`config.mk`:
```
export PLATFORM = sky130hd
export DESIGN_NAME = data_mem_arbiter
export DESIGN_NICKNAME = d
export VERILOG_FILES = /design/src/rtl/dmem_pkg.sv /design/src/rtl/dmem_req_check.sv /design/src/rtl/data_mem_arbiter.sv
export SDC_FILE = /design/constraint.sdc
export NUM_CORES = 1
export LEC_CHECK = 0
export ABC_AREA = 1
export BUFFER_PORTS_ARGS = -buffer_cell sky130_fd_sc_hd__buf_2
export CORE_AREA = 2 2 120 122
export DETAILED_ROUTE_END_ITERATION = 10
export DIE_AREA = 0 0 122 124
export GPL_TIMING_DRIVEN = 1
export PLACE_DENSITY_LB_ADDON = 0.25
export SYNTH_ARGS = -nofsm -noshare
export SYNTH_HDL_FRONTEND = slang
export SYNTH_HIERARCHICAL = 1
export SYNTH_SLANG_ARGS = --single-unit
```
`constraint.sdc`:
```
create_clock -name clk -period 6.9 [get_ports clk]
set_input_delay 1.035 -clock clk [delete_from_list [all_inputs] [get_ports clk]]
set_output_delay 1.035 -clock clk [all_outputs]
set_load 0.005 [all_outputs]
```
`src/rtl/dmem_pkg.sv`:
```
// Shared definitions for the data-memory arbiter: size codes, byte-size helper
// and the arbitration state encoding.
package dmem_pkg;

   localparam logic [1:0] SZ_NONE   = 2'b00;
   localparam logic [1:0] SZ_WORD   = 2'b01;
   localparam logic [1:0] SZ_HALF   = 2'b10;
   localparam logic [1:0] SZ_BYTE   = 2'b11;
   localparam int         RD_SIGNED = 2;

   typedef enum logic {ARB, LOCK} state_e;

   function automatic logic [2:0] size_bytes(input logic [1:0] code);
      case (code)
         SZ_WORD: size_bytes = 3'd4;
         SZ_HALF: size_bytes = 3'd2;
         SZ_BYTE: size_bytes = 3'd1;
         default: size_bytes = 3'd0;
      endcase
   endfunction

endpackage

```
`src/rtl/dmem_req_check.sv`:
```
// Per-port request decode: access size in bytes and suppression flag for
// malformed (read+write) or out-of-range accesses.
module dmem_req_check
   import dmem_pkg::*;
#(
   parameter int AW    = 32,
   parameter int DEPTH = 128
) (
   input  logic [1:0]    write_mem,
   input  logic [2:0]    read_mem,
   input  logic [AW-1:0] addr,
   output logic [2:0]    size,
   output logic          err
);

   localparam logic [AW:0] LIMIT = (AW+1)'(DEPTH);

   logic [1:0] code;
   logic [AW:0] end_addr;

   always_comb begin
      code     = (write_mem != SZ_NONE) ? write_mem : read_mem[1:0];
      size     = size_bytes(code);
      // One extra bit so an address near the top of AW cannot wrap into range.
      end_addr = {1'b0, addr} + {{(AW-2){1'b0}}, size};
      err      = ((write_mem != SZ_NONE) && (read_mem[1:0] != SZ_NONE)) ||
                 (end_addr > LIMIT);
   end

endmodule

```
`src/rtl/data_mem_arbiter.sv`:
```
// Round-robin arbiter sharing the data-memory port between the core (port 0)
// and the host loader (port 1), with host lock and a one-cycle response.
module data_mem_arbiter
   import dmem_pkg::*;
#(
   parameter int DEPTH = 128,
   parameter int AW    = 32,
   parameter int DW    = 32
) (
   input  logic          clk,
   input  logic          rst,
   input  logic          m0_req,
   input  logic [1:0]    m0_write_mem,
   input  logic [2:0]    m0_read_mem,
   input  logic [AW-1:0] m0_addr,
   input  logic [DW-1:0] m0_wdata,
   output logic          m0_gnt,
   output logic          m0_rvalid,
   output logic [DW-1:0] m0_rdata,
   output logic          m0_err,
   input  logic          m1_req,
   input  logic [1:0]    m1_write_mem,
   input  logic [2:0]    m1_read_mem,
   input  logic [AW-1:0] m1_addr,
   input  logic [DW-1:0] m1_wdata,
   output logic          m1_gnt,
   output logic          m1_rvalid,
   output logic [DW-1:0] m1_rdata,
   output logic          m1_err,
   input  logic          m1_lock,
   output logic [1:0]    mem_write_mem,
   output logic [2:0]    mem_read_mem,
   output logic [AW-1:0] mem_address,
   output logic [DW-1:0] mem_write_data,
   input  logic [DW-1:0] mem_out
);

   state_e        state_q, state_d;
   logic          last_q, last_d;
   logic          rsp_vld_q, rsp_port_q, rsp_err_q;
   logic [DW-1:0] rdata_q;
   logic [15:0]   gnt_cnt0, gnt_cnt1;

   logic [2:0]    size0, size1;
   logic          err0, err1;
   logic          sel_err, sel_rd;

   dmem_req_check #(.AW(AW), .DEPTH(DEPTH)) u_chk0 (
      .write_mem (m0_write_mem),
      .read_mem  (m0_read_mem),
      .addr      (m0_addr),
      .size      (size0),
      .err       (err0)
   );

   dmem_req_check #(.AW(AW), .DEPTH(DEPTH)) u_chk1 (
      .write_mem (m1_write_mem),
      .read_mem  (m1_read_mem),
      .addr      (m1_addr),
      .size      (size1),
      .err       (err1)
   );

   always_comb begin
      m0_gnt         = 1'b0;
      m1_gnt         = 1'b0;
      last_d         = last_q;
      state_d        = ARB;
      mem_write_mem  = SZ_NONE;
      mem_read_mem   = 3'b000;
      mem_address    = '0;
      mem_write_data = '0;
      sel_err        = 1'b0;
      sel_rd         = 1'b0;

      // LOCK with the lock dropped falls through to a normal arbitration cycle.
      if (state_q == LOCK && m1_lock) begin
         m1_gnt = m1_req;
      end else begin
         m0_gnt = m0_req && (!m1_req || last_q);
         m1_gnt = m1_req && (!m0_req || !last_q);
      end

      if (m0_gnt)      last_d = 1'b0;
      else if (m1_gnt) last_d = 1'b1;

      if ((m1_gnt || state_q == LOCK) && m1_lock) state_d = LOCK;

      if (m0_gnt) begin
         mem_address    = m0_addr;
         mem_write_data = m0_wdata;
         sel_err        = err0;
         sel_rd         = !err0 && (size0 != 3'd0) && (m0_write_mem == SZ_NONE);
         if (!err0) begin
            mem_write_mem = m0_write_mem;
            mem_read_mem  = m0_read_mem;
         end
      end else if (m1_gnt) begin
         mem_address    = m1_addr;
         mem_write_data = m1_wdata;
         sel_err        = err1;
         sel_rd         = !err1 && (size1 != 3'd0) && (m1_write_mem == SZ_NONE);
         if (!err1) begin
            mem_write_mem = m1_write_mem;
            mem_read_mem  = m1_read_mem;
         end
      end
   end

   always_ff @(posedge clk) begin
      if (rst) begin
         state_q    <= ARB;
         last_q     <= 1'b1;
         rsp_vld_q  <= 1'b0;
         rsp_port_q <= 1'b0;
         rsp_err_q  <= 1'b0;
         rdata_q    <= '0;
         gnt_cnt0   <= '0;
         gnt_cnt1   <= '0;
      end else begin
         state_q    <= state_d;
         last_q     <= last_d;
         rsp_vld_q  <= m0_gnt || m1_gnt;
         rsp_port_q <= m1_gnt;
         rsp_err_q  <= sel_err;
         rdata_q    <= sel_rd ? mem_out : '0;
         if (m0_gnt && gnt_cnt0 != 16'hFFFF) gnt_cnt0 <= gnt_cnt0 + 16'd1;
         if (m1_gnt && gnt_cnt1 != 16'hFFFF) gnt_cnt1 <= gnt_cnt1 + 16'd1;
      end
   end

   always_comb begin
      m0_rvalid = rsp_vld_q && !rsp_port_q;
      m1_rvalid = rsp_vld_q &&  rsp_port_q;
      m0_err    = m0_rvalid && rsp_err_q;
      m1_err    = m1_rvalid && rsp_err_q;
      m0_rdata  = m0_rvalid ? rdata_q : '0;
      m1_rdata  = m1_rvalid ? rdata_q : '0;
   end

endmodule

```
==> results of run 1 <==
per-layer routing:
metal	vias to the layer above	part of all wire, %
li1	3726	-
met1	3092	41
met2	281	50
met3	22	7.6
met4	2	1.4
met5	-	0.066
final timing paths:
kind,from,to,slack [ns],cells after the start
max,m1_read_mem[1],mem_read_mem[2],1.90,19
min,last_q,last_q,0.53,2
max reg2reg,last_q,rdata_q[7],4.69,7
min reg2reg,last_q,last_q,0.53,2
state kept, by name, indices dropped and copies added, names as in the netlist:
| name | flops |
|---|---|
| last_q | 1 |
| rdata_q | 32 |
| rsp_err_q | 1 |
| rsp_port_q | 1 |
| rsp_vld_q | 1 |
| state_q | 1 |
through the flow:
stage	power [W]	utilization (%)	cells
finish	0.000752	51.3	1524
global placement	0.000532	50.2	1516
global route	0.000807	51.2	1523
detailed placement	0.000535	50.2	1516
floorplan	0.000399	-	1046
CTS	0.000757	51.2	1523
cell usage after synthesis, drive strengths merged:
cell type	count
a21boi	1
a21oi	5
and2	1
buf	20
clkbuf	3
dfxtp	37
fa	2
ha	6
inv	168
nand2	465
nand3	57
nand3b	12
nand4	19
nor2	214
nor3	6
o211ai	1
o21ai	11
o21bai	7
o22ai	2
or2	5
xor2	4
cells by family (layout without fill, tap and decap cells):
family	count (synthesis)	in the layout	share of synthesized area, %
AOI/OAI and AO/OA	27	27	3.04
xor gates and xnor gates	4	4	0.665
adders and majority gates	8	8	2.19
buffers and inverters	191	488	15.3
DFF	37	37	14.1
other	0	1	0
and+or+nand+nor	779	779	64.7
power by group:
group	total, W	internal (W)	switching [W]
logic	0.000309	0.000120	0.000189
clock network	0.000220	0.000141	0.0000783
registers	0.000224	0.000222	0.00000223
worst min-delay path: cells and delay by family (launching register included):
| family | cells | cell delay [ns] |
|---|---|---|
| DFF | 1 | 0.31 |
| AOI/OAI and AO/OA | 1 | 0.09 |
| buffers and inverters | 1 | 0.07 |
area by class of cell:
class / count / area, sq um
fill: 1531 / 6690
multi-input combinational: 818 / 3720
timing repair buffer: 313 / 1570
sequential: 37 / 741
inverter: 168 / 631
tap: 180 / 225
clock buffer: 6 / 139
clock inverter: 1 / 7.51
antenna: 1 / 2.50
==> reports/metrics.cfg, run 1 <==
[timing]
fin_crit_sh_pct = 72.5
skew_ns = 0.00464
setup_viol = 0
finalSetupTns_ns = 0
rsz0062_at_grt = no
hold_slack_ns = 0.527
worst_pin_slew_ns = 1.10
layout_setup_ws_ns = 1.90
fmax_mhz = 200
drv_slew = 0
slew_headroom_pct = 26.4
final_hold_viol_count = 0
min_period_ns = 5.00

[cts]
cts_tree = built
cts.path.max_buffers = 2
post-cts-setup-buffer-count = 0
cts.sinks = 37
clk_latency_ns = 0.27
cts_htree_levels = 2
numCtsBuffers = 5
cts.clk_slew.worst_paths_ns = 0.05
ctsHoldBuffers = 0
cts_root_buf = clkbuf_16
post_cts_resized = 0

[setup_path]
crit_type = in2out
cp_max_fo = 5
crit_path_start_kind = input pin
crit_buf_inv = 4
critPathTopFamily = simple AND/OR/NAND/NOR gates
critical_path.max_stage_delay_ns = 0.43
cp_data_required_time_ns = 5.86
critPathMostFrequentCell = nand2_1
critical_path.endpoint_type = output pin
cp_slowest_cell = fa_1
crit_arrival_ns = 3.97
path_cells = buf_2 > inv_1 > o21ai_0 > nand2_1 > inv_1 > ha_1 > fa_1 > or2_2 > a21oi_1 > nand3_1 > nor2_1 > nand2_1 > nand2_1 > nand3_1 > nor2_1 > nand2_1 > or2_1 > o21ai_0 > buf_2

[floorplanning]
ios = 314
die_w_um = 122
die_area_sq_um = 15100
core_sq_um = 13700
die_h_um = 124
placementRows = 43
initial_core_util_pct = 38.4

[global_routing]
gr-usage-met2_pct = 46.1
grt_first_pass_wirelength_um = 29400
met1_usage_pct = 29.4
antenna_found_initial = 2
grt_usage_pct = 24.4
grt_max_degree = 69
grt_pass1_vias = 6111
top_usage_layer = met2
grt_use_met3_pct = 3.02
grt_overflow = 0

[layout]
syn2layout_area_growth_pct = 33.5
fin_area_sq_um = 7030
final_nets = 1526
drive_gt1_share_pct = 29.8
final_common_cell = nand2_1
final_cell_mix = nand2_1, buf_2, nor2_1

[run_status]
status = complete, no violations

[placed_design]
place_hpwl_um = 16400
placed_cell_area_sq_um = 6880
gp_congestion = 0.951
preCtsSetupSlack_ns = 1.94
portBuffers = 313

[run]
max_cap_viol_count = 0

[synthesis]
synth_area_leaders = nand2_1, dfxtp_1, nor2_1
synth-seq-area-share_pct = 14.1
yosys_warnings = 6
syn_area_sq_um = 5270
synth_top_area_share_pct = 31.8
synth_cell_type_count = 35
synth-seq-cells = 37
syn_area_per_cell_sq_um = 5.04
yosysTopAreaCell = nand2_1
syn_inst = 1046
syn-num-nets = 1229

[routing]
num_vias = 7123
vias_per_cell = 4.67
drtIter0Drc = 439
routed_wirelength_um = 19700
drt-pass1-iter-count = 4
ant_nets = 0
wl_per_cell_um = 12.9
drcViolationCount = 0

[pwr]
p_per_area_nw_per_um2 = 107
power.leakage_nw = 4.31
ir_drop_mv = 0.0848

[min_path]
hp-class = reg2reg

(Power assumes the default switching activity.)
==> run 2, diff against run 1 <==
clock period = 4.2 ns   (was 6.9 ns; I/O delays follow)
==> run 2 against run 1 <==
Utilization rose by 0.65 points. Power increased by 66%. Final area rose by 1.3%. Highest routed layer unchanged. Worst hold slack got worse by 0.0052 ns.
==> reports/metrics.cfg, run 2 (synthesis results as in run 1) <==
[setup_path]
rrSetupSlack_ns = 2.15  ; -2.54 ns
critPathTopFamily = simple AND/OR/NAND/NOR gates
cp_max_fo = 7  ; +2
r2r-start = last_q
crit_buf_inv = 5  ; +1
critical_path.endpoint_type = output pin
path_depth = 23  ; +4
cp_slowest_cell = fa_1
worstSetupEndpoint = mem_read_mem[0]
critical_path.max_stage_delay_ns = 0.39  ; -0.04 ns
crit_type = in2out
crit_path_start_kind = input pin
critPathMostFrequentCell = nand2_1
crit_start = m1_write_mem[1]
ff2ff_path_depth = 9  ; +2
cp_data_required_time_ns = 3.57  ; -2.29 ns
path_cells = buf_2 > inv_1 > a21oi_1 > inv_1 > nand2_1 > inv_1 > ha_2 > fa_1 > nand3_1 > nand2_2 > nand2_4 > nor2_4 > nand2_1 > nand2_1 > nand2_1 > nand2_1 > nor2_1 > nand2_1 > nor2_1 > nand2_1 > or2_1 > o21ai_0 > buf_2
crit_arrival_ns = 3.31  ; -0.66 ns
r2r_end = rdata_q[31]

[timing]
min_period_ns = 3.94
final_hold_viol_count = 0  ; unchanged
skew_ns = 0.00342  ; -0.00122 ns
fmax_mhz = 254
rsz0062_at_grt = yes
drv_slew = 0  ; unchanged
layout_setup_ws_ns = 0.263  ; -1.64 ns
worst_pin_slew_ns = 1.08  ; -0.0261 ns
setup_viol = 0  ; unchanged
fin_crit_sh_pct = 93.7
slew_headroom_pct = 28.1  ; +1.7 points
hold_slack_ns = 0.522  ; -0.00516 ns
finalSetupTns_ns = 0  ; unchanged

[layout]
largest_reg_flops = 32  ; unchanged
final_common_cell = nand2_1
final_nets = 1531  ; +0.33%
antenna_cells = 0  ; -1
syn2layout_area_growth_pct = 35.2
final_cell_mix = nand2_1, buf_2, nor2_1
drive_gt1_share_pct = 30.7  ; +0.91 points
top_register = rdata_q

[floorplanning]
core_sq_um = 13700  ; unchanged
die_w_um = 122  ; unchanged
initial_core_util_pct = 38.4  ; unchanged
die_h_um = 124  ; unchanged
ios = 314  ; unchanged
placementRows = 43  ; unchanged
die_area_sq_um = 15100  ; unchanged

[global_routing]
grt_first_pass_wirelength_um = 29400  ; about the same
grt_max_degree = 49  ; -29%
grt_overflow = 0  ; unchanged
antenna_found_initial = 1  ; -1
grt_usage_pct = 24.4  ; about the same
grt_pass1_vias = 6142  ; +0.51%

[pwr]
p_per_area_nw_per_um2 = 176  ; +64%
total_power_w = 0.00125  ; +66%
power.leakage_nw = 4.36  ; +1.2%
ir_drop_mv = 0.160  ; +89%

[routing]
vias_per_cell = 4.66  ; -0.22%
routed_wirelength_um = 19800  ; +0.58%
drt-pass1-iter-count = 5  ; +1
ant_nets = 0  ; unchanged
drcViolationCount = 0  ; unchanged
drtIter0Drc = 339  ; -23%
num_vias = 7131  ; +0.11%
wl_per_cell_um = 12.9  ; +0.25%

[run_status]
status = complete, no violations

[cts]
cts_root_buf = clkbuf_16
cts_tree = built
cts.path.max_buffers = 2  ; unchanged
cts.clk_slew.worst_paths_ns = 0.05  ; about the same
cts_htree_levels = 2  ; unchanged
cts.sinks = 37  ; unchanged
clk_latency_ns = 0.27  ; about the same
numCtsBuffers = 5  ; unchanged

[min_path]
hp-class = reg2reg

[placed_design]
place_hpwl_um = 16500  ; +0.70%
preCtsSetupSlack_ns = 0.147  ; -1.80 ns
gp_congestion = 0.933  ; -1.9%
portBuffers = 313  ; unchanged

[run]
max_cap_viol_count = 0  ; unchanged

-- run 2: cell types whose count changed in the layout (fill, tap and decap cells not counted), moves of 3 or more --
cell	previous run	this run
nor2_1	173	170
buf_4	0	5
o21ai_0	9	6
o21ai_1	2	5
-- run 2: final cells by class --
type / instances / area (sq um)
timing repair buffer: 318 / 1620
fill: 1556 / 6600
clock inverter: 2 / 13.8
clock buffer: 6 / 139
sequential: 37 / 741
multi-input combinational: 818 / 3750
inverter: 168 / 631
tap: 180 / 225
-- run 2: how the worst min path moves through the flow --
stage / from / endpoint / slack (ns) / cells past startpoint
floorplan: last_q / last_q / 0.48 / 2
global placement: last_q / last_q / 0.51 / 2
detailed placement: last_q / last_q / 0.51 / 2
CTS: last_q / last_q / 0.52 / 2
global route: last_q / last_q / 0.55 / 2
finish: last_q / last_q / 0.52 / 2
-- run 2: metal layers --
metal	track usage [%]	vias to the layer above	part of all wire, %	routed length, um
met2	45.9	264	50	9890
met1	29.3	3112	42	8220
met3	2.75	30	6.5	1290
met5	0	-	0.066	13
met4	6.68	2	1.9	369
li1	-	3723	-	-
-- run 2: tightest hold or removal path: stages, from the launching register on --
cell and delay (ns):
dfxtp_1 0.31, inv_1 0.07, o211ai_1 0.09
-- run 2: where the power goes --
| part | internal [W] | switching (W) |
|---|---|---|
| clock network | 0.000235 | 0.000134 |
| logic | 0.000201 | 0.000313 |
| registers | 0.000364 | 0.00000368 |
-- run 2: repair_timing --
action / 4_1_cts / 5_1_grt
hold buffers: 0 / 0
gates resized for setup: 0 / 14
setup buffers: 0 / 1
endpoints found under the setup margin: 0 / 5
-- run 2: stage by stage --
step / util (%) / instance area, sq um / cells
after floorplan: - / 5270 / 1046
after global placement: 50.5 / 6930 / 1520
after detailed placement: 50.5 / 6930 / 1520
after CTS: 51.6 / 7080 / 1528
after global routing: 51.9 / 7120 / 1529
final: 51.9 / 7120 / 1529
